`src/rtl/fifo_rd_stream.sv`:
```
// fifo_rd_stream: drains an async FIFO read port into a 2-deep valid/ready stream with flush and handshake counter
module fifo_rd_stream #(
  parameter int DATA_WIDTH = 8,
  parameter int CNT_WIDTH  = 16
) (
  input  logic                  clk,
  input  logic                  reset_n,
  input  logic                  rempty,
  output logic                  ren,
  input  logic [DATA_WIDTH-1:0] rdata,
  input  logic                  flush,
  output logic                  flush_busy,
  output logic                  m_valid,
  input  logic                  m_ready,
  output logic [DATA_WIDTH-1:0] m_data,
  output logic [CNT_WIDTH-1:0]  xfer_cnt,
  output logic [1:0]            buf_level
);
  typedef enum logic {RUN, FLUSH} state_e;
  state_e                state_q, state_d;
  logic [1:0]            level_q, level_d;
  logic [DATA_WIDTH-1:0] buf0_q, buf0_d, buf1_q, buf1_d;
  logic [CNT_WIDTH-1:0]  cnt_q, cnt_d;
  logic                  pop, deq;
  // Pop only when there is room (RUN) or unconditionally while discarding (FLUSH); held off during reset
  assign ren        = reset_n && !rempty && (state_q == FLUSH || level_q != 2'd2);
  assign pop        = ren && !rempty;
  assign m_valid    = level_q != 2'd0 && state_q == RUN;
  assign deq        = m_valid && m_ready;
  assign m_data     = buf0_q;
  assign xfer_cnt   = cnt_q;
  assign buf_level  = level_q;
  assign flush_busy = state_q == FLUSH;
  // Next-state: buffer shifting in RUN, discard-until-empty in FLUSH; counter tracks every handshake
  always_comb begin
    state_d = state_q;
    level_d = level_q;
    buf0_d  = buf0_q;
    buf1_d  = buf1_q;
    cnt_d   = cnt_q + CNT_WIDTH'(deq);
    if (state_q == RUN) begin
      if (flush) begin
        state_d = FLUSH;
        level_d = 2'd0;
      end else if (pop && !deq) begin
        buf0_d  = level_q == 2'd0 ? rdata : buf0_q;
        buf1_d  = level_q == 2'd0 ? buf1_q : rdata;
        level_d = level_q + 2'd1;
      end else if (deq && !pop) begin
        buf0_d  = level_q == 2'd2 ? buf1_q : buf0_q;
        level_d = level_q - 2'd1;
      end else if (pop && deq) begin
        buf0_d  = rdata;
      end
    end else if (rempty && !flush) begin
      state_d = RUN;
    end
  end
  // State and datapath registers
  always_ff @(posedge clk or negedge reset_n) begin
    if (!reset_n) begin
      state_q <= RUN;
      level_q <= 2'd0;
      buf0_q  <= '0;
      buf1_q  <= '0;
      cnt_q   <= '0;
    end else begin
      state_q <= state_d;
      level_q <= level_d;
      buf0_q  <= buf0_d;
      buf1_q  <= buf1_d;
      cnt_q   <= cnt_d;
    end
  end
endmodule

```
`config.mk`:
```
export PLATFORM = sky130hd
export DESIGN_NAME = fifo_rd_stream
export DESIGN_NICKNAME = d
export VERILOG_FILES = /design/src/rtl/fifo_rd_stream.sv
export SDC_FILE = /design/constraint.sdc
export NUM_CORES = 1
export LEC_CHECK = 0
export BUFFER_PORTS_ARGS = -buffer_cell sky130_fd_sc_hd__buf_4
export CORE_UTILIZATION = 52
export DETAILED_ROUTE_END_ITERATION = 10
export GPL_TIMING_DRIVEN = 1
export PLACE_DENSITY = 0.9
export SYNTH_ARGS = -nofsm -noshare
export SYNTH_HDL_FRONTEND = slang
export SYNTH_SLANG_ARGS = --single-unit
```
`constraint.sdc`:
```
create_clock -name clk -period 2.3 [get_ports clk]
set_input_delay 0.23 -clock clk [delete_from_list [all_inputs] [get_ports clk]]
set_output_delay 0.23 -clock clk [all_outputs]
set_load 0.01 [all_outputs]
```
==> results summary <==
Of the post-synthesis cell area, the dominant cell type holds a little over half. The area taken by flip-flops and latches is 876 um2. The number of hold violations in the final report is 0. 0 antenna diodes ended up in the layout. The worst-path maximum fanout came out at 21. The number of nets at the end of the flow is 201. IR analysis of the VDD net gives a maximum drop of a little under 0.0006 V. The die width is 58.0 um.

The number of pins exceeding their max-slew limit in the final report came out at 0. The worst hold path begins at rdata[6]. The clock reaches the later pin of the worst-skew pair after approximately 350 ps. By area the synthesized netlist is led by sky130_fd_sc_hd__dfrtp_1 54%, sky130_fd_sc_hd__mux2_2 5.5%, sky130_fd_sc_hd__mux2i_1 4.9%. The met1 routing resource usage after global routing came out at 28.2%.

In this run the number of H-tree levels came out at 2. The routed layout has 1189 vias. Setup violations remaining at the end of the flow were counted as 0. Setup slack on the critical path of the routed design comes to around 200 ps. The area used by multi-input combinational logic came out at 707 um2. The worst register-to-register path ends at xfer_cnt[12]$_DFF_PN0_. The floorplan row count came out at 19. The final reports fail on DRC. The run finished, with violations left. The pin count of the biggest net entering global routing came out at 22.

The setup slack after placement came out at between 300 and 400 ps. The global routing usage on met2 came out at 36.6%. STA classifies the critical path endpoint as a primary output. The global-route wire length before repair came out at approximately 5.6 mm. The floorplan die area came out at 0.00336 mm2. Counting along the longest clock path gives a buffer depth of 2. The data arrival time of the worst path is between 1500 and 2000 ps.

Relative to the synthesized area, the layout overhead comes to 26.1%. The core region is ~0.0029 mm2. The number of buffers inserted to repair setup after CTS came out at 0. The post-route minimum period is 2100 ps. The required time at the worst-slack endpoint came out at 2070 ps.

The final setup skew came out at 18.3 ps. The global routing usage on met3 came out at under 10%. The number of global-route vias before repair came out at 1217. The initial core utilization came out at approximately 57%. The detailed-router iteration count before antenna repair came out at 7. The post-synth net total came out at 155. The cell count of the worst reg-to-reg path is 7. The portion of the post-synthesis area used by sequential elements is 53.7%. The accumulated negative setup slack came out at 0 ps. The overflow left after global routing is 0. Setup repair after global routing left no endpoint under its margin. The number of placed I/O pins is 42.

The count of mapped cells out of synthesis came out at between 100 and 150. Headroom to the max-slew limit came out at 65.2%. The total of warnings raised by yosys is 0. The startpoint identified for the worst register-to-register timing path is buf_level[1]$_DFFE_PN0P_. The final routed wirelength across all metal layers is ~3.1 mm. The post-route netlist has 36.4% of its cells at a drive strength greater than 1. The die height came out at 58.0 um. The final period utilization came out at 91.4%. The layout filler cell count came out at 213. For this run, design rule violations remaining after detail routing come to 1. The distinct cell type count after synthesis came out at 34. The global placement routability congestion is 0.908. The detailed router's first-iteration violation count came out at 55. The worst hold path terminates at buf1_q[6]$_DFFE_PN0P_. The mapped netlist covers ~0.0016 mm2.

Summed over all cells, the static leakage comes to roughly 1.0 nW. The initial antenna violation count was 0. The sort of element at the start of the critical path is a primary input. The most congested layer reported by global routing is met2.

The worst setup slack for register-to-register paths came out at 310 ps. The transition time at the pin with the least slew margin is 521 ps. The half-perimeter wire length after detailed placement is between 2 and 2.5 mm.

The via count normalized by instance count came out at 5.45. In the global route stage, overall resource usage came out at a little under a quarter. In this run the power density over the cells is 937 mW/mm2.

The number of cells on the worst hold path is 2. The cell accounting for the most synthesized area is sky130_fd_sc_hd__dfrtp_1. The number of flip-flops and latches in the synthesized netlist is 35. The clock transition at the registers of the reported paths came out at 110 ps.

The startpoint-to-endpoint class of the critical path is primary input to primary output. The highest achievable clock rate is 0.476 GHz. The worst hold path class is primary input to flip-flop. The mean post-synth cell area is 11.6 um2. The per-cell routed wire length came out at 14.4 um.

Port buffering added 41 buffers. The clock buffer count from CTS is 5. The number of max-capacitance violations reported came out at 0.

The post-route antenna net violation count is 0. The clock sink count is 35. The TritonCTS clock tree is done. Clock tree synthesis selected as its root buffer the cell sky130_fd_sc_hd__clkbuf_4.
## metal layers
| metal | vias up | part of all wire [%] |
|---|---|---|
| li1 | 580 | - |
| met1 | 566 | 42 |
| met2 | 35 | 50 |
| met3 | 8 | 5.7 |
| met4 | 0 | 2.6 |
| met5 | - | 0 |
## what timing repair did
action / 4_1_cts / 5_1_grt
hold buffers: 1 / 0
hold endpoints to repair: 18 / 0
gates resized for setup: 0 / 0
## worst max path at each step
stage,startpoint,end,cells after the start
final,reset_n,ren,6
after CTS,reset_n,ren,6
after global placement,buf_level[1]$_DFFE_PN0P_,xfer_cnt[12]$_DFF_PN0_,7
after floorplan,flush_busy$_DFF_PN0_,xfer_cnt[12]$_DFF_PN0_,8
after detailed placement,buf_level[0]$_DFFE_PN0P_,xfer_cnt[12]$_DFF_PN0_,7
after global routing,reset_n,ren,6
## cells in the mapped netlist
library cell / n
sky130_fd_sc_hd__a211o_2: 1
sky130_fd_sc_hd__a211oi_1: 1
sky130_fd_sc_hd__a21o_1: 1
sky130_fd_sc_hd__a21oi_1: 6
sky130_fd_sc_hd__a21oi_2: 2
sky130_fd_sc_hd__a22oi_1: 1
sky130_fd_sc_hd__a311oi_4: 1
sky130_fd_sc_hd__and2_1: 1
sky130_fd_sc_hd__and3_1: 2
sky130_fd_sc_hd__and4_1: 1
sky130_fd_sc_hd__buf_2: 2
sky130_fd_sc_hd__buf_6: 2
sky130_fd_sc_hd__clkbuf_1: 2
sky130_fd_sc_hd__dfrtp_1: 35
sky130_fd_sc_hd__ha_1: 2
sky130_fd_sc_hd__inv_1: 2
sky130_fd_sc_hd__mux2_2: 8
sky130_fd_sc_hd__mux2i_1: 8
sky130_fd_sc_hd__nand2_1: 10
sky130_fd_sc_hd__nand2b_1: 1
sky130_fd_sc_hd__nand3_1: 6
sky130_fd_sc_hd__nand3b_1: 3
sky130_fd_sc_hd__nand4_1: 2
sky130_fd_sc_hd__nor2_1: 12
sky130_fd_sc_hd__nor3_1: 4
sky130_fd_sc_hd__nor4_1: 1
sky130_fd_sc_hd__o21ai_0: 2
sky130_fd_sc_hd__o21ba_2: 2
sky130_fd_sc_hd__or2b_1: 1
sky130_fd_sc_hd__or3_2: 1
sky130_fd_sc_hd__or4_1: 1
sky130_fd_sc_hd__or4b_4: 1
sky130_fd_sc_hd__xnor2_1: 9
sky130_fd_sc_hd__xor2_1: 6
## critical path, cell delays in order
cell and delay [ps]:
sky130_fd_sc_hd__dlygate4sd3_1 530, sky130_fd_sc_hd__buf_4 260, sky130_fd_sc_hd__buf_4 320, sky130_fd_sc_hd__nand2b_1 160
sky130_fd_sc_hd__o21ba_2 250, sky130_fd_sc_hd__buf_4 110
## flip-flops by register name, indices dropped and copies added, names as in the netlist
name / count
xfer_cnt: 16
buf1_q: 8
m_data: 8
buf_level: 2
flush_busy: 1
## area by class of cell
type	count	area share (%)
multi-input combinational	97	34.4
inverter	2	0.365
sequential	35	42.6
clock buffer	6	2.50
timing repair buffer	45	16.6
clock inverter	2	1.70
tap	31	1.89
## cells in the final DEF, fill, tap and decap left out, types with 2 or more instances in the layout
cell type / n
sky130_fd_sc_hd__nand4_1: 2
sky130_fd_sc_hd__xor2_1: 6
sky130_fd_sc_hd__ha_1: 2
sky130_fd_sc_hd__nor2_1: 12
sky130_fd_sc_hd__nand3_1: 6
sky130_fd_sc_hd__a21oi_1: 6
sky130_fd_sc_hd__nor3_1: 4
sky130_fd_sc_hd__nand2_1: 10
sky130_fd_sc_hd__o21ai_0: 2
sky130_fd_sc_hd__xnor2_1: 9
sky130_fd_sc_hd__mux2_2: 8
sky130_fd_sc_hd__dfrtp_1: 35
sky130_fd_sc_hd__nand3b_1: 3
sky130_fd_sc_hd__o21ba_2: 2
sky130_fd_sc_hd__and3_1: 2
sky130_fd_sc_hd__a21oi_2: 2
sky130_fd_sc_hd__clkbuf_4: 5
sky130_fd_sc_hd__mux2i_1: 8
sky130_fd_sc_hd__inv_1: 2
sky130_fd_sc_hd__buf_4: 44
## kinds of logic after synthesis
kind of cell               synth area share (%)
and+or+nand+nor                            15.0
DFF                                        53.7
AOI/OAI and AO/OA                          8.37
muxes                                      10.4
xor gates and xnor gates                   8.06
buffers and inverters                      2.92
adders and majority gates                  1.53
## report_power, final
group / leakage (nW) / switching, mW / internal [mW]
clock: 0.0482 / 0.199 / 0.257
combinational: 0.553 / 0.251 / 0.311
sequential: 0.447 / 0.137 / 0.771
total: 1.05 / 0.587 / 1.34
## stage by stage
step / util (%) / power [mW] / cells / hold slack, ps / instance area (um2)
finish: 72.1 / 1.93 / 218 / 120 / 2060
detailed placement: 68.7 / 1.49 / 209 / 122 / 1960
global route: 72.1 / 2.05 / 218 / 102 / 2060
floorplan: - / 1.21 / 140 / -65.6 / 1630
global placement: 68.7 / 1.45 / 209 / 118 / 1960
CTS: 72.1 / 1.95 / 218 / 111 / 2060
No activity file was read; power rests on OpenSTA's default activity.
